File: src/rtl/cmos_cap_pkg.sv
// cmos_cap_pkg: shared state encoding and widths for the DVP RGB565 capture front-end
package cmos_cap_pkg;
  typedef enum logic {S_SKIP, S_RUN} state_t;
  localparam int PIX_W = 16;
  localparam int BYTE_W = 8;
endpackage

File: src/rtl/cmos_byte_pack.sv
// cmos_byte_pack: pairs DVP bytes into RGB565 words and flags a line that ends on an odd byte
module cmos_byte_pack
  import cmos_cap_pkg::*;
(
  input  logic              clk,
  input  logic              rst,
  input  logic              en,
  input  logic              clr,
  input  logic              line_end,
  input  logic [BYTE_W-1:0] data,
  output logic              fire,
  output logic              pix_valid,
  output logic [PIX_W-1:0]  pix_data,
  output logic              byte_err
);
  logic              phase;
  logic [BYTE_W-1:0] hi;
  assign fire = en & phase;
  always_ff @(posedge clk or posedge rst)
    if (rst) begin
      phase     <= 1'b0;
      hi        <= '0;
      pix_valid <= 1'b0;
      pix_data  <= '0;
      byte_err  <= 1'b0;
    end else begin
      pix_valid <= fire;
      byte_err  <= line_end & phase;
      if (fire) pix_data <= {hi, data};
      if (en & ~phase) hi <= data;
      phase <= (clr | line_end) ? 1'b0 : en ? ~phase : phase;
    end
endmodule

File: src/rtl/cmos_capture_rgb565.sv
// cmos_capture_rgb565: OV5640 DVP capture with frame skipping, pixel coordinates and frame size measurement
module cmos_capture_rgb565
  import cmos_cap_pkg::*;
#(
  parameter int SKIP_FRAMES = 10,
  parameter int HW = 16
) (
  input  logic              clk,
  input  logic              rst,
  input  logic              cam_vsync,
  input  logic              cam_href,
  input  logic [BYTE_W-1:0] cam_data,
  output logic              pix_valid,
  output logic [PIX_W-1:0]  pix_data,
  output logic [HW-1:0]     pix_x,
  output logic [HW-1:0]     pix_y,
  output logic              frame_start,
  output logic              frame_done,
  output logic [HW-1:0]     meas_h,
  output logic [HW-1:0]     meas_v,
  output logic              cap_ready,
  output logic              byte_err
);
  localparam int SW = $clog2(SKIP_FRAMES + 1) + 1;
  localparam logic [SW-1:0] SKIP_N = SW'(SKIP_FRAMES);
  localparam logic [HW-1:0] CMAX = '1;
  state_t            state;
  logic              vs_r, vs_d, hr_r, hr_d;
  logic [BYTE_W-1:0] d_r;
  logic [SW-1:0]     skip_cnt;
  logic [HW-1:0]     x, y, line_w, x_nx, y_nx;
  logic              first_pix, has_pix, fire;
  logic              vs_rise, hr_fall, run, en, line_end;
  assign vs_rise  = vs_r & ~vs_d;
  assign hr_fall  = hr_d & ~hr_r;
  assign run      = state == S_RUN;
  // a vsync rise overrides any href activity in the same cycle
  assign en       = run & hr_r & ~vs_rise;
  assign line_end = run & hr_fall & ~vs_rise;
  assign x_nx     = (x == CMAX) ? x : x + 1'b1;
  assign y_nx     = (y == CMAX) ? y : y + 1'b1;
  cmos_byte_pack u_pack (
    .clk      (clk),
    .rst      (rst),
    .en       (en),
    .clr      (vs_rise),
    .line_end (line_end),
    .data     (d_r),
    .fire     (fire),
    .pix_valid(pix_valid),
    .pix_data (pix_data),
    .byte_err (byte_err)
  );
  always_ff @(posedge clk or posedge rst)
    if (rst) begin
      state       <= S_SKIP;
      {vs_r, vs_d, hr_r, hr_d} <= '0;
      d_r         <= '0;
      skip_cnt    <= '0;
      {x, y, line_w, pix_x, pix_y, meas_h, meas_v} <= '0;
      {first_pix, has_pix, frame_start, frame_done, cap_ready} <= '0;
    end else begin
      vs_r        <= cam_vsync;
      vs_d        <= vs_r;
      hr_r        <= cam_href;
      hr_d        <= hr_r;
      d_r         <= cam_data;
      frame_done  <= 1'b0;
      frame_start <= 1'b0;
      if (!run) begin
        if (vs_rise && skip_cnt == SKIP_N) begin
          state     <= S_RUN;
          cap_ready <= 1'b1;
          first_pix <= 1'b1;
        end else if (vs_rise) skip_cnt <= skip_cnt + 1'b1;
      end else if (vs_rise) begin
        if (has_pix) begin
          frame_done <= 1'b1;
          meas_h     <= line_w;
          meas_v     <= y;
        end
        x         <= '0;
        y         <= '0;
        first_pix <= 1'b1;
        has_pix   <= 1'b0;
      end else if (line_end) begin
        x <= '0;
        if (x != '0) begin
          y      <= y_nx;
          line_w <= x;
        end
      end else if (fire) begin
        pix_x       <= x;
        pix_y       <= y;
        x           <= x_nx;
        frame_start <= first_pix;
        first_pix   <= 1'b0;
        has_pix     <= 1'b1;
      end
    end
endmodule
File: config.mk
export PLATFORM = sky130hd
export DESIGN_NAME = cmos_capture_rgb565
export DESIGN_NICKNAME = d
export VERILOG_FILES = /design/src/rtl/cmos_cap_pkg.sv /design/src/rtl/cmos_byte_pack.sv /design/src/rtl/cmos_capture_rgb565.sv
export SDC_FILE = /design/constraint.sdc
export NUM_CORES = 1
export LEC_CHECK = 0
export CORE_MARGIN = 5
export CORE_UTILIZATION = 45
export CTS_CLUSTER_DIAMETER = 80
export DETAILED_ROUTE_END_ITERATION = 7
export GPL_ROUTABILITY_DRIVEN = 0
export PLACE_DENSITY = 0.72
export SKIP_LAST_GASP = 1
export SLEW_MARGIN = 5
export SYNTH_ARGS = -nofsm -noshare
export SYNTH_HDL_FRONTEND = slang
export SYNTH_SLANG_ARGS = --single-unit
export TNS_END_PERCENT = 30
File: constraint.sdc
create_clock -name clk -period 10.64 [get_ports clk]
set_clock_uncertainty 0.1 [all_clocks]
set_input_delay 2.128 -clock clk [delete_from_list [all_inputs] [get_ports clk]]
set_output_delay 2.128 -clock clk [all_outputs]
set_load 0.05 [all_outputs]
; Yosys cells after proc, flatten, opt, wreduce, memory -nomap -nowiden
; Index checks and enable logic that the tools add are counted.
; Widths: inputs -> output; s select.
[totals]
register_bits = 162
in_bits = 12
out_inout_bits = 85
wordCells = 96
[classes]
addsub = 3
n_eq_ne = 8
mux = 27
bitwise = 17
n_reduce_logical = 17
[ops]
columns = operator, count
row1 = $mux 16, 8
row2 = $add 16x1->16 const B, 2
row3 = $eq 16x16->1 const B, 2
row4 = $mux 1, 19
row5 = $reduce_bool 16->1, 1
row6 = $reduce_and 3->1, 5
row7 = $reduce_and 4->1, 3
row8 = $reduce_bool 2->1, 5
row9 = $and 1x1->1, 9
row10 = $not 1->1, 7
row11 = $ne 3x1->1 const B, 2
row12 = $add 5x1->5 const B, 1
row13 = $eq 5x4->1 const B, 1
row14 = $ne 2x1->1 const B, 2
row15 = $ne 3x2->1 const B, 1
row16 = $reduce_bool 3->1, 1
row17 = $reduce_and 2->1, 1
row18 = $logic_and 1x1->1, 1
row19 = $or 1x1->1, 1

; Depth between registers and ports, before layout
; Gate-level depths: netlist of run 1.
[logic_depth]
ltp_word = 9
depth_mapped = 8

; By module
; Synthesis of run 1 repeated with hierarchy kept, for this count alone.
[hier_totals]
hier_cells = 573
hier_area_um2 = 6716.4
[by_module_without_submodules]
columns = mod, n_inst, cells_per_inst, area_each_um2
row1 = cmos_capture_rgb565, 1, 513, 5680.4
row2 = cmos_byte_pack, 1, 60, 1036.0

; Least setup slack after synthesis of run 1
; No wires, ideal clock.
[synth_timing]
kind = reg-to-output
startpoint = register meas_v[5]
endpoint = output port meas_v[5]
arrival_ns = 0.600
required_ns = 8.412
setup_slack_ns = 7.812
stages_incl_launch_ff = 1
n_path_buf = 0
path_cell_list = dfrtp_1
[synth_lines]
columns = item, line_no
row1 = start: declaration, cmos_capture_rgb565.sv:20  ; output logic [HW-1:0] meas_v,
row2 = start signal: assignment, cmos_capture_rgb565.sv:80  ; meas_v <= y;
; No word-level cell between the ends.

; Final worst setup path of run 1
[layout_timing]
startpoint = register pix_y[6]
endpoint = output port pix_y[6]
[layout_lines]
columns = item, line_no
row1 = start: declaration, cmos_capture_rgb565.sv:16  ; output logic [HW-1:0] pix_y,
row2 = start signal: assignment, cmos_capture_rgb565.sv:94  ; pix_y <= y;
; No word-level cell between the ends.

==> results of run 1 <==
## report_power, final
group,internal [mW],switching (mW)
Sequential,0.682,0.0593
Clock,0.381,0.244
Combinational,0.110,0.203
Total,1.17,0.506
## worst register-to-register path, cell delays in order (launching register included)
cell	delay [ps]
dfrtp_1	930
and3b_1	500
nand3_1	730
mux2_2	550
## registers in the layout, indices dropped and copies added, names as in the netlist, 5 cells and up
signal / cells
meas_v: 16
pix_y: 16
u_pack.pix_data: 16
skip_cnt: 5
y: 16
meas_h: 16
d_r: 8
line_w: 16
x: 16
pix_x: 16
u_pack.hi: 8
## metal layers
metal / up-vias / wire [um] / part of all wire, % / global-route usage [%]
met4: 0 / 242 / 1.6 / 6.278
met1: 2408 / 6496 / 43 / 23.33
met3: 25 / 1072 / 7.1 / 5.496
met2: 159 / 7324 / 48 / 28.97
li1: 2286 / - / - / -
met5: - / 0 / 0 / 0
## layout make-up
| class | instances | area (um^2) |
|---|---|---|
| fillers | 1214 | 6221 |
| flip-flops and latches | 162 | 4054 |
| multi-input cells | 410 | 2439 |
| repair buffers | 100 | 991.0 |
| clock buffers | 19 | 452.9 |
| well taps | 184 | 230.2 |
| clock inverters | 13 | 158.9 |
| inverters | 10 | 42.54 |
## per-stage QoR
stage                     total power, mW  hold WS (ps)  setup slack [ps]
after floorplan                    0.9602         267.7              4035
after global placement              1.056         290.9              6386
after detailed placement            1.065         295.5              6300
after CTS                           1.695         308.7              6761
after global routing                1.757         329.0              6501
final                               1.679         304.0              6768
## placed cells by master (no fill, tap or decap), types with 5 or more instances in the layout
master / instances
dfrtp_1: 162
nor4_1: 5
clkbuf_16: 17
nor3_1: 6
mux2_2: 53
o21ai_0: 28
nand3_1: 25
or4_1: 6
ha_1: 5
o311ai_0: 7
clkdlybuf4s50_1: 96
nor2_1: 18
a21oi_1: 5
a31oi_1: 5
nand2_1: 175
o211ai_1: 8
nand4_1: 12
inv_1: 8
nand2b_1: 11
## kinds of logic (layout without fill, tap and decap cells)
kind of cell | after synthesis | count (layout) | share of synthesized area, %
buffers and inverters | 46 | 142 | 3.642
AO/OA/AOI/OAI | 66 | 66 | 6.412
flip-flops | 162 | 162 | 60.21
multiplexers | 54 | 54 | 9.013
XOR/XNOR | 4 | 4 | 0.5203
AND/OR/NAND/NOR | 281 | 281 | 19.27
adder cells (fa/ha/maj) | 5 | 5 | 0.9292
## path summary, 6_finish.rpt
check / endpoint / slack (ps) / cells past startpoint
min in group asynchronous: meas_h[11] / 2120 / 2
setup / recovery: pix_y[6] / 6770 / 1
hold reg to reg: vs_d / 300 / 0
hold / removal: vs_d / 300 / 0
max in group asynchronous: pix_y[12] / 6840 / 3
setup reg to reg: line_w[8] / 7710 / 3
==> metrics.md, run 1 <==
| Metric | Value |
|---|---|
| Post-CTS setup buffers | `0` |
| # IOs | `97` |
| Post-layout util | `57.36%` |
| Clk sinks | `162` |
| Yosys warns | `0` |
| Maximum operating frequency | `258.3 MHz` |
| Core Area | `14590 um^2` |
| Slowest-stage cell, CP | `clkdlybuf4s50_1` |
| H-Tree Level Count | `4` |
| Outcome | `completed` |
| CTS max path bufs | `2` |
| Top Family by Delay on Critical Path | `buffers and inverters` |
| Setup TNS | `0 ps` |
| Via total after detailed routing | `4878` |
| CP Capture Type | `output pin` |
| Post-synth top area cell | `dfrtp_1` |
| Final period utilization | `36.39%` |
| CTS Hold Bufs | `0` |
| CP required | `8410 ps` |
| Initial DRC count | `274` |
| Largest stage delay, worst path | `830 ps` |
| Syn avg cell area | `10.89 um^2` |
| Clk pin slew, worst setup/hold paths | `60 ps` |
| IO Port Bufs | `96` |
| Min-Delay Startpoint | `vs_r` |
| Critical setup path kind | `flip-flop to output pin` |
| Pwr dens | `200.6 nW/um^2` |
| Top cell type's share of synthesized area | `60.21%` |
| Placed Cells | `866` |
| Synth cell count leaders | `175 x nand2_1, 162 x dfrtp_1, 53 x mux2_2` |
| Antenna Nets Post-Route | `0` |
| Initial Util | `46.15%` |
| Buffer and inverter count on the worst path | `1` |
| Vias in the first global route | `5137` |
| Synth Instances | `618` |
| Layout cells sized above 1 | `14.15%` |
| Hold crit path type | `flip-flop to flip-flop` |
| Maximum VDD drop | `209.2 uV` |
| Largest net degree at the start of global routing | `91` |
| Ant diodes | `0` |
| Clk_lat worst skew | `420 ps` |
| Fin. Hold Viols | `0` |
| Via/cell ratio | `5.432` |
| Die height | `132.3 um` |
| Max cap viols | `0` |
| Top-count cell post-synth | `nand2_1` |
| Yosys reg bits | `162` |
| Worst slew pin tran | `964.7 ps` |
| Crit-path cells | `clkdlybuf4s50_1` |
| Area grow syn2layout | `24.29%` |
| Max-slew headroom | `35.59%` |
| Mapped Nets | `635` |
| Row cnt | `44` |
| Finished Layout Cells | `898` |
| Fin. max-slew vios | `0` |
| Final setup vio count | `0` |
| Crit path launch type | `flip-flop` |
| Dpl cell area | `7751 um^2` |
| CTS root buf | `clkbuf_16` |
| Drt first pass iters | `5` |
| Die width | `132.3 um` |
| Top_reg_cell synth | `dfrtp_1` |
| Pleak | `3.916 nW` |
| Final nets | `718` |
| Leading post-synthesis cells by cell area | `dfrtp_1 60%, nand2_1 9.8%, mux2_2 8.9%, o21ai_0 2.1%, nand3_1 1.9%` |
| Total GRT Usage | `18.03%` |
| CP arrival | `1640 ps` |
| Final wirelength | `15140 um` |
| Global-route wire length before repair | `25880 um` |
| Asr flop ratio synth | `100.0%` |
| Antenna violations before repair | `0` |
| Unrepaired setup endpoints after global routing | `false` |
| CTS Buf Count | `17` |
| Residual DRC | `0` |
| Sequential area share after synthesis | `60.21%` |
| Period minus WS final | `3872 ps` |
| CP max FO | `2` |
| EDFF count, synth | `0` |
| Synthesized area | `6733 um^2` |
| CTS tree | `yes` |
| Post_cts resized | `0` |
| Floorplan die area | `17510 um^2` |
| DPL Wire Length | `9883 um` |
| Critical Path Start | `pix_y[6]` |
| Avg WL per Cell | `16.85 um` |
| Synth cell types | `55` |
| Grt total ovfl | `0` |
| R2r startpoint | `run` |
| Design Area, Final | `8368 um^2` |
No activity file was read; power rests on OpenSTA's default activity.
==> inputs of run 2 (changes only) <==
==> constraint.sdc (replaced) <==
create_clock -name clk -period 3.89 [get_ports clk]
set_clock_uncertainty 0.1 [all_clocks]
set_input_delay 0.778 -clock clk [delete_from_list [all_inputs] [get_ports clk]]
set_output_delay 0.778 -clock clk [all_outputs]
set_load 0.05 [all_outputs]
==> run 2 against run 1 <==
Compared with the run above:
- via count rose by 0.51%
- combinational power rose to 2.9 times the previous value
- setup slack got worse by 5500 ps
- worst hold slack improved by 6.5 ps
- sequential cell count did not move
- routed wire length rose by 2.5%
- cell area fell by 0.33%
- first-iteration DRC count rose by 20%
- critical endpoint is now line_w[2]
- highest routed layer unchanged
==> metrics.md, run 2 (same netlist as run 1, synthesis figures left out) <==
| Metric | Value |
|---|---|
| Via/cell ratio | `5.436 (about the same)` |
| Final period utilization | `67.09%` |
| Global-route wire length before repair | `26430 um (+2.1%)` |
| Floorplan die area | `17510 um^2 (unchanged)` |
| Worst slew pin tran | `833.2 ps (-131.5 ps)` |
| Layout cells sized above 1 | `14.35% (+0.20 points)` |
| Worst Hold Path Cells | `0 (unchanged)` |
| Area grow syn2layout | `23.88%` |
| Post-layout util | `57.17% (-0.19 points)` |
| Clk pin slew, worst setup/hold paths | `60 ps (about the same)` |
| Total GRT Usage | `18.39% (+0.36 points)` |
| Hold crit path type | `flip-flop to flip-flop` |
| Place WS | `1321 ps (-4979 ps)` |
| Post_cts resized | `0 (unchanged)` |
| CP Capture Type | `flip-flop` |
| Top Family by Delay on Critical Path | `simple AND/OR/NAND/NOR gates` |
| Fill count | `1197 (-1.4%)` |
| Clk_lat worst skew | `430 ps (about the same)` |
| CTS Hold Bufs | `0 (unchanged)` |
| FF-to-FF setup slack | `1280 ps (-6430 ps)` |
| Final wirelength | `15510 um (+2.5%)` |
| CTS tree | `yes` |
| Avg WL per Cell | `17.20 um (+2.0%)` |
| FF-to-FF path depth | `6 (+3)` |
| Residual DRC | `0 (unchanged)` |
| Design Area, Final | `8341 um^2 (-0.33%)` |
| Setup TNS | `0 ps (unchanged)` |
| Antenna Nets Post-Route | `0 (unchanged)` |
| Vias in the first global route | `5150 (+0.25%)` |
| Placed Cells | `870 (+0.46%)` |
| Final setup vio count | `0 (unchanged)` |
| Pleak | `3.898 nW (-0.48%)` |
| CP required | `4090 ps (-4320 ps)` |
| Row cnt | `44 (unchanged)` |
| Max-slew headroom | `44.30% (+8.7 points)` |
| CP max FO | `18 (+16)` |
| DPL Wire Length | `10320 um (+4.4%)` |
| Via total after detailed routing | `4903 (+0.51%)` |
| H-Tree Level Count | `4 (unchanged)` |
| Post-CTS setup buffers | `0 (unchanged)` |
| CTS Buf Count | `17 (unchanged)` |
| Largest net degree at the start of global routing | `104 (+14%)` |
| Maximum VDD drop | `333.2 uV (+59%)` |
| R2r startpoint | `x[0]` |
| Crit-path cells | `inv_1 -> ha_1 -> nor4b_1 -> nand4_1 -> nand3_1 -> mux2_2` |
| Die height | `132.3 um (unchanged)` |
| Fin. max-slew vios | `0 (unchanged)` |
| Drt first pass iters | `5 (unchanged)` |
| Crit path launch type | `flip-flop` |
| Final nets | `722 (+0.56%)` |
| Largest stage delay, worst path | `680 ps (-150 ps)` |
| Max cap viols | `0 (unchanged)` |
| Buffer and inverter count on the worst path | `1 (unchanged)` |
| Antenna violations before repair | `0 (unchanged)` |
| Core Area | `14590 um^2 (unchanged)` |
| Period minus WS final | `2610 ps` |
| Dpl cell area | `7792 um^2 (+0.53%)` |
| Hold slack final | `310.4 ps (+6.477 ps)` |
| Most frequent cells in the layout | `175 x nand2_1, 162 x dfrtp_1, 96 x clkdlybuf4s50_1` |
| Clk sinks | `162 (unchanged)` |
| Critical setup path kind | `flip-flop to flip-flop` |
| Fin. Hold Viols | `0 (unchanged)` |
| Unrepaired setup endpoints after global routing | `false` |
| Final Power | `4.431 mW (+160%)` |
| CTS root buf | `clkbuf_16` |
| # IOs | `97 (unchanged)` |
| Outcome | `completed` |
| Pwr dens | `531.3 nW/um^2 (+160%)` |
| IO Port Bufs | `96 (unchanged)` |
| Ant diodes | `0 (unchanged)` |
| Min-Delay Startpoint | `vs_r` |
| Initial Util | `46.15% (unchanged)` |
| CP arrival | `2810 ps (+1170 ps)` |
| CTS max path bufs | `2 (unchanged)` |
| Initial DRC count | `328 (+20%)` |
| R2r endpoint | `line_w[2]` |
| Commonest non-fill, non-tap cell in the layout | `nand2_1` |
| Slowest-stage cell, CP | `nand3_1` |
| Grt total ovfl | `0 (unchanged)` |
| Finished Layout Cells | `902 (+0.45%)` |
| Worst Hold Path EP | `vs_d` |
| Setup ws final | `1280 ps (-5488 ps)` |
| Die width | `132.3 um (unchanged)` |
| Maximum operating frequency | `383.2 MHz` |
run 2: power breakdown:
group | internal [mW] | switching [mW]
Sequential | 1.86 | 0.119
Clock | 0.841 | 0.693
Combinational | 0.314 | 0.598
run 2: layout make-up:
class | count | area (um^2) | area share (%)
multi-input cells | 410 | 2434 | 29.18
clock buffers | 19 | 442.9 | 5.311
flip-flops and latches | 162 | 4054 | 48.60
well taps | 184 | 230.2 | 2.760
clock inverters | 13 | 105.1 | 1.260
inverters | 10 | 41.29 | 0.4950
repair buffers | 104 | 1033 | 12.39
run 2: metal layers:
layer,GRT usage [%],vias up,share of wire (%)
met4,7.466,0,2.0
li1,-,2300,-
met5,0,-,0
met3,5.038,28,6.0
met1,24.36,2407,43
met2,28.78,168,49
run 2: worst max-delay path by stage:
stage / from / endpoint / slack [ps] / cells past startpoint
floorplan: rst / cap_ready / 960 / 1
global placement: x[0] / line_w[6] / 1440 / 6
detailed placement: x[0] / line_w[9] / 1320 / 6
CTS: x[0] / line_w[2] / 1260 / 6
global route: x[0] / line_w[2] / 1090 / 6
finish: x[0] / line_w[2] / 1280 / 6
==> inputs of run 3 (changes only) <==
--- a/config.mk
+++ b/config.mk
@@ -10,7 +10,7 @@
 export CTS_CLUSTER_DIAMETER = 80
 export DETAILED_ROUTE_END_ITERATION = 7
 export GPL_ROUTABILITY_DRIVEN = 0
-export PLACE_DENSITY = 0.72
+export PLACE_DENSITY = 0.75
 export SKIP_LAST_GASP = 1
 export SLEW_MARGIN = 5
 export SYNTH_ARGS = -nofsm -noshare
==> constraint.sdc (replaced) <==
create_clock -name clk -period 2.12 [get_ports clk]
set_clock_uncertainty 0.1 [all_clocks]
set_input_delay 0.424 -clock clk [delete_from_list [all_inputs] [get_ports clk]]
set_output_delay 0.424 -clock clk [all_outputs]
set_load 0.05 [all_outputs]
==> run 3 against run 2 <==
Compared with the run above:
- the run now ends with setup timing left
- clock-buffer cell count increased by 3
- die area did not move
- core utilization rose by 3.4 points
- sequential cell count unchanged
- largest cell class unchanged
- first-iteration DRC count shrank 7.0%
- register-to-register slack lost 1300 ps
- cell area rose by 6.0%
- setup slack got worse by 1300 ps
- critical path depth fell by 5
- sequential share of layout area decreased by 2.7 points
==> metrics.md, run 3 (same netlist as run 1, synthesis figures left out) <==
| Metric | Value |
|---|---|
| Outcome | `finished with violations` |
| Violated checks | `setup timing` |
| CP arrival | `1620 ps (-1190 ps)` |
| Period minus WS final | `2139 ps` |
| H-Tree Level Count | `4 (unchanged)` |
| Crit-path cells | `clkdlybuf4s50_1` |
| CP Capture Type | `output pin` |
| Switching Share | `29.73% (-2.1 points)` |
| Cell internal pwr | `6.096 mW (+100%)` |
| Crit path launch type | `flip-flop` |
| Antenna Nets Post-Route | `0 (unchanged)` |
| DPL Wire Length | `10740 um (+4.1%)` |
| Fill count | `1160 (-3.1%)` |
| Vias in the first global route | `5403 (+4.9%)` |
| CTS max path bufs | `2 (unchanged)` |
| Largest stage delay, worst path | `820 ps (+140 ps)` |
| Unrepaired setup endpoints after global routing | `true` |
| Total GRT Usage | `18.70% (+0.31 points)` |
| CP required | `1600 ps (-2490 ps)` |
| Buffer and inverter count on the worst path | `1 (unchanged)` |
| Maximum VDD drop | `798.4 uV (+140%)` |
| Sw power | `2.578 mW (+83%)` |
| Setup TNS | `-54.04 ps (-54.04 ps)` |
| Final nets | `763 (+5.7%)` |
| Pleak | `4.215 nW (+8.1%)` |
| Max cap viols | `0 (unchanged)` |
| Clk_lat worst skew | `420 ps (about the same)` |
| CTS Hold Bufs | `0 (unchanged)` |
| Final period utilization | `100.9%` |
| Reg power frac | `42.1% (-2.7 points)` |
| Logic pwr share | `20.9% (+0.3 points)` |
| R2r startpoint | `x[0]` |
| Reg area | `4058 um^2 (about the same)` |
| Fin. max-slew vios | `0 (unchanged)` |
| Final wirelength | `15780 um (+1.7%)` |
| Area grow syn2layout | `31.33%` |
| Setup ws final | `-19.31 ps (-1299 ps)` |
| CTS tree | `yes` |
| Clk pin slew, worst setup/hold paths | `60 ps (about the same)` |
| Hold slack final | `182.6 ps (-127.8 ps)` |
| Worst slew pin tran | `656.1 ps (-177.2 ps)` |
| Core Area | `14590 um^2 (unchanged)` |
| Max-slew headroom | `55.93% (+12 points)` |
| Pwr dens | `981.0 nW/um^2 (+85%)` |
| Place WS | `-83.27 ps (-1404 ps)` |
| Drt first pass iters | `5 (unchanged)` |
| Multi-input logic area | `2509 um^2 (+3.1%)` |
| Critical Path Start | `pix_y[4]` |
| Slowest-stage cell, CP | `clkdlybuf4s50_1` |
| Initial Util | `46.15% (unchanged)` |
| Commonest non-fill, non-tap cell in the layout | `nand2_1` |
| Maximum operating frequency | `467.4 MHz` |
| Row cnt | `44 (unchanged)` |
| Via total after detailed routing | `5190 (+5.9%)` |
| Layout cells sized above 1 | `21.61% (+7.3 points)` |
| Floorplan die area | `17510 um^2 (unchanged)` |
| # IOs | `97 (unchanged)` |
| Largest net degree at the start of global routing | `61 (-41%)` |
| IO Port Bufs | `96 (unchanged)` |
| Initial DRC count | `305 (-7.0%)` |
| CTS root buf | `clkbuf_16` |
| Ant diodes | `0 (unchanged)` |
| Final setup vio count | `5 (+5)` |
| Critical setup path kind | `flip-flop to output pin` |
| Via/cell ratio | `5.504 (+1.3%)` |
| Antenna violations before repair | `0 (unchanged)` |
| Most frequent cells in the layout | `175 x nand2_1, 159 x dfrtp_1, 88 x clkdlybuf4s50_1` |
| Global-route wire length before repair | `27120 um (+2.6%)` |
| Clk pwr share | `37.0% (+2.4 points)` |
| Fin. Hold Viols | `0 (unchanged)` |
| CP max FO | `2 (-16)` |
| Die height | `132.3 um (unchanged)` |
| Avg WL per Cell | `16.74 um (-2.7%)` |
| Clk sinks | `162 (unchanged)` |
| Post-layout util | `60.61% (+3.4 points)` |
| Grt total ovfl | `0 (unchanged)` |
| Die width | `132.3 um (unchanged)` |
| Hold crit path type | `primary input to asynchronous set/reset pin` |
| Residual DRC | `0 (unchanged)` |
| CTS Buf Count | `17 (unchanged)` |
| Top Family by Delay on Critical Path | `buffers and inverters` |
## run 3: cell count changes in the layout (fill, tap and decap cells not counted), sizes merged, moves of 2 or more
cell / change
clkinv: -2
buf: +47
clkbuf: +3
clkdlybuf4s50: -8
clkinvlp: -3
bufinv: +3
## run 3: final timing paths
| check | to | cells after the start | slack [ps] |
|---|---|---|---|
| worst max-delay path | pix_y[4] | 1 | -20 |
| worst min-delay path | u_pack.pix_data[8] | 2 | 180 |
| worst max register to register | y[8] | 9 | 30 |
| worst min register to register | vs_d | 0 | 300 |
| max in group asynchronous | x[4] | 3 | 1150 |
| min in group clk | vs_d | 0 | 300 |
## run 3: layer usage
| metal | global-route usage (%) | up-vias | part of all wire [%] |
|---|---|---|---|
| met2 | 31.64 | 200 | 49 |
| met3 | 5.305 | 20 | 6.5 |
| li1 | - | 2378 | - |
| met1 | 23.97 | 2592 | 43 |
| met5 | 0 | - | 0 |
| met4 | 4.412 | 0 | 1.3 |
## run 3: power by group through the flow
stage,Combinational (mW),Sequential [mW],Clock (mW)
2_1_floorplan,0.697,4.12,0
3_3_place_gp,1.72,3.67,0
3_5_place_dp,1.76,3.69,0
4_1_cts,1.78,3.65,3.27
5_1_grt,1.96,3.70,3.42
6_report,1.81,3.66,3.21
## run 3: what timing repair did
item,CTS,global route
gates resized for setup,4,25
buffers inserted,3,5
setup endpoints to repair,60,120
pin swaps,4,7
## run 3: final cells by class
class	instances	area share, %
multi-input cells	410	28.37
clock buffers	22	5.476
well taps	184	2.604
repair buffers	145	15.54
flip-flops and latches	162	45.89
clock inverters	10	1.656
inverters	10	0.4670
## run 3: per-stage QoR
step	power, mW	instances	instance area (um^2)
after floorplan	4.820	618	6736
after global placement	5.396	903	8063
after detailed placement	5.454	903	8063
after CTS	8.706	938	8727
after global routing	9.074	943	8842
final	8.674	943	8842
==> RTL change 1, RTL diff (settings of run 3) <==
The parameter `HW` goes from 16 to 32.
--- a/src/rtl/cmos_capture_rgb565.sv
+++ b/src/rtl/cmos_capture_rgb565.sv
@@ -3,7 +3,7 @@
   import cmos_cap_pkg::*;
 #(
   parameter int SKIP_FRAMES = 10,
-  parameter int HW = 16
+  parameter int HW = 32
 ) (
   input  logic              clk,
   input  logic              rst,
Interface: changed (resized meas_h, meas_v, pix_x and pix_y); port bits go from 97 to 161. The function was not compared with the original's and may differ.
==> RTL change 1 against run 3 <==
- the flow still finishes with violations (negative setup slack)
- combinational power rose by 64%
- synthesized area rose by 70%
- sequential cell count rose by 112
- via count rose by 78%
- final cell count rose by 81%
- first-iteration DRC count rose by 150%
- total power rose by 61%
- global-route usage rose by 2.4 points
- synthesized cell count rose by 73%
- setup slack got worse by 0.11 ns
- cell area rose by 78%
- wire length rose by 93%
- highest routed layer unchanged
==> RTL change 1: results (changes against run 3) <==
tightest_slew_ns: 0.558  # -0.0983 ns
design.seq.count: 274  # +69%
synth_common_cells: "nand2_1, dfrtp_1, mux2_2"
track_usage_pct: 21.1  # +2.4 points
nets: 1372  # +80%
hpwl_um: 20700  # +93%
wl_met1_um: 12900  # +91%
ys_seq_area_share_pct: 59.8  # -0.38 points
cts_buffer_depth: 3  # +1
grt_max_degree: 66  # +8.2%
wl_met2_um: 14500  # +86%
arrival_ns: 2.60  # +0.98 ns
swShare_pct: 29.6  # -0.16 points
status: "complete, but fails checks"
startpoint: "y[1]"
finalSetupViolCount: 104  # +99
multi_input_area_sq_um: 4570  # +82%
nMultiInputCombCells: 724  # +77%
routed_wl_um: 30400  # +93%
failed_checks: "negative setup slack"
vias: 9234  # +78%
grt_pass1_wl_um: 50200  # +85%
met2_usage_pct: 35.1  # +3.4 points
numCtsBuffers: 28  # +11
crit_end: "y[19]"
fin_ws_ns: -0.130  # -0.111 ns
cp_max_fo: 5  # +3
ir_drop_v: 0.000901  # +13%
clock_tree_area_fraction_pct: 6.17  # -0.96 points
## RTL change 1: power groups by stage
stage | registers [mW] | logic, mW | clock network (mW)
6_report | 5.92 | 2.97 | 5.06
3_5_place_dp | 6.00 | 2.81 | 0
5_1_grt | 5.96 | 3.18 | 5.38
3_3_place_gp | 5.98 | 2.76 | 0
2_1_floorplan | 6.54 | 1.07 | 0
4_1_cts | 5.91 | 2.80 | 5.16
## RTL change 1: worst max-delay path: stages, from the launching register on
cell and delay, ns:
dfrtp_1 0.35, ha_2 0.18, nand2_1 0.08, or4_4 0.49, or4_4 0.56, a41oi_1 0.23
o21ai_0 0.09, o21ai_0 0.08
## RTL change 1: kinds of logic after synthesis
| logic type | Yosys count | share of synthesized area [%] |
|---|---|---|
| XOR/XNOR | 24 | 1.83 |
| AND/OR/NAND/NOR | 482 | 19.3 |
| multiplexers | 100 | 9.80 |
| buffers and inverters | 74 | 2.61 |
| AO/OA/AOI/OAI | 112 | 6.06 |
| flip-flops | 274 | 59.8 |
| adder cells (fa/ha/maj) | 5 | 0.546 |
## RTL change 1: stage by stage
| step | instances | cell area, sq um | setup slack, ns | hold slack, ns | util [%] |
|---|---|---|---|---|---|
| global placement | 1644 | 14400 | -0.124 | 0.287 | 57.5 |
| finish | 1705 | 15700 | -0.130 | 0.169 | 62.5 |
| global route | 1705 | 15700 | -0.245 | 0.182 | 62.5 |
| CTS | 1694 | 15400 | -0.130 | 0.166 | 61.3 |
| floorplan | 1071 | 11500 | -2.03 | 0.268 | - |
| detailed placement | 1644 | 14400 | -0.251 | 0.305 | 57.5 |
## RTL change 1: repair_timing
item / CTS / global route
gates cloned: 0 / 2
endpoints found under the setup margin: 201 / 180
resized for setup: 58 / 50
setup buffers: 0 / 10
hold buffers: 0 / 0
pin swaps: 0 / 22
==> RTL change 2, RTL diff (flow settings as in run 3) <==
Made on the original files. `d_r` no longer has a reset.
--- a/src/rtl/cmos_capture_rgb565.sv
+++ b/src/rtl/cmos_capture_rgb565.sv
@@ -55,7 +55,6 @@
     if (rst) begin
       state       <= S_SKIP;
       {vs_r, vs_d, hr_r, hr_d} <= '0;
-      d_r         <= '0;
       skip_cnt    <= '0;
       {x, y, line_w, pix_x, pix_y, meas_h, meas_v} <= '0;
       {first_pix, has_pix, frame_start, frame_done, cap_ready} <= '0;
@@ -64,7 +63,6 @@
       vs_d        <= vs_r;
       hr_r        <= cam_href;
       hr_d        <= hr_r;
-      d_r         <= cam_data;
       frame_done  <= 1'b0;
       frame_start <= 1'b0;
       if (!run) begin
@@ -98,4 +96,8 @@
         has_pix     <= 1'b1;
       end
     end
+
+  always_ff @(posedge clk) begin
+      d_r <= cam_data;
+  end
 endmodule
Check against the original RTL: same outputs for any inputs over 10 cycles, from zero or initial values and one cycle with rst high; that may be too few to reach the edited logic, so the function may still have changed.
==> RTL change 2 against run 3 <==
- the flow still finishes with violations (negative setup slack)
- sequential cell count stayed put
- setup slack got worse by 0.044 ns
- largest cell class unchanged
- cell area grew 0.91%
- total power decreased by 0.70%
- wire length grew 8.0%
- critical endpoint is now x[15]
- synthesized area down 1.6%
- die area fell by 1.4%
==> RTL change 2: results (changes against run 3) <==
status: "complete, but fails checks"
failed_checks: "negative setup slack"
synth-compound-area-share_pct: 6.97  # +0.55 points
drc: 0  # unchanged
synth_adder_area_share_pct: 0.944  # +0.015 points
r2r_cells: 6  # -3
r2r-start: "x[7]"
synth.avg_cell_area_sq_um: 10.9  # -0.11%
rr_endpoint: "x[15]"
arrival_ns: 2.41  # +0.79 ns
setup_tns_ns: -0.298  # -0.244 ns
htreeDepth: 4  # unchanged
slew_headroom_pct: 57.6  # +1.6 points
hold_depth: 0
worst_skew_pair.late_latency_ns: 0.42  # about the same
numCtsBuffers: 17  # unchanged
vias: 5291  # +1.9%
io_buffers: 96  # unchanged
synth.area.mux_share_pct: 9.63  # +0.61 points
fin_ws_ns: -0.0629  # -0.0436 ns
firstDrtPassIters: 5  # unchanged
hold_end: "vs_d"
synth-xor-area-share_pct: 0.529  # +0.0083 points
routed_wl_um: 17100  # +8.0%
synth_common_cells: "nand2_1, dfrtp_1, mux2_2"
clk_pin_slew_ns: 0.07
ir_drop_v: 0.000797  # -0.16%
hold_path.class: "flop to flop"
synth_fp_nets: 626  # -1.4%
cp_max_fo: 7  # +5
ys_seq_area_share_pct: 60.6  # +0.35 points
fillers: 1107  # -4.6%
antenna_found_initial: 0  # unchanged
slowest_stage: "dfrtp_1"
drive_gt1_share_pct: 25.7  # +4.1 points
drt_iter0_drc: 399  # +31%
p_switching_mw: 2.78  # +7.8%
dp_slack_ns: -0.0638  # +0.0195 ns
slowest_delay_ns: 0.55  # -0.27 ns
dp_cells: 902  # -0.11%
finalNonFillerCells: 946  # +0.32%
fin_hold_ws_ns: 0.305  # +0.122 ns
synth.distinct_cells: 55  # unchanged
finalSetupViolCount: 20  # +15
track_usage_pct: 19.6  # +0.89 points
nets: 766  # +0.39%
grt_pass1_wl_um: 27800  # +2.5%
async_reset_ff_share_pct: 95.1  # -4.9 points
hpwl_um: 11200  # +4.2%
cts-root-buf: "clkbuf_16"
cts_buffer_depth: 2  # unchanged
grt_max_degree: 41  # -33%
min_from: "vs_r"
p_leak_nw: 4.33  # +2.7%
yosys-top-cells-area: "dfrtp_1, nand2_1, mux2_2"
ys_warn_count: 0  # unchanged
grt_pass1_vias: 5557  # +2.9%
antennaDiodeCount: 0  # unchanged
-- RTL change 2: power by group through the flow --
stage	logic, mW	registers [mW]	clock network [mW]
floorplan	0.704	4.13	0
global placement	1.74	3.69	0
detailed placement	1.80	3.71	0
CTS	1.84	3.66	3.06
global route	2.08	3.71	3.21
finish	1.93	3.67	3.01
-- RTL change 2: worst max path at each step --
stage                                  start           to  slack [ns]  cells past startpoint
after global routing                    x[7]        x[15]       -0.12                      6
after global placement                  x[1]         x[7]        0.04                      6
final                                   x[7]        x[15]       -0.06                      6
after detailed placement                x[1]   line_w[11]       -0.06                      7
after CTS                 u_pack.pix_data[2]  pix_data[2]       -0.05                      1
after floorplan                          rst    cap_ready       -0.35                      1
-- RTL change 2: what timing repair did --
item,in CTS,in global routing
gates resized for setup,6,34
setup endpoints to repair,74,106
buffers inserted,4,7
pin swaps,3,11
cloned,1,0
-- RTL change 2: layout make-up --
class / instances / area share, %
timing repair buffer: 155 / 16.7
clock inverter: 14 / 1.57
sequential: 162 / 45.0
clock buffer: 18 / 4.92
tap: 184 / 2.58
multi-input combinational: 402 / 28.7
inverter: 11 / 0.519
-- RTL change 2: routing by layer --
metal	up-vias	routed length [um]	track usage, %
li1	2394	-	-
met1	2616	6920	24.6
met2	230	8680	33.8
met3	51	1090	4.78
met4	0	371	5.66
met5	-	0	0
-- RTL change 2: critical path, delay by kind of cell (launching register included) --
family	cells	cell delay (ns)
AOI/OAI and AO/OA	1	0.24
buffers and inverters	2	0.42
DFF	1	0.55
and+or+nand+nor	3	0.77
-- RTL change 2: stage by stage --
step	power, mW	area (sq um)	util (%)
CTS	8.56	8730	60.3
global placement	5.42	8090	55.9
detailed placement	5.50	8090	55.9
global route	9.00	8920	61.6
floorplan	4.83	6630	-
finish	8.61	8920	61.6
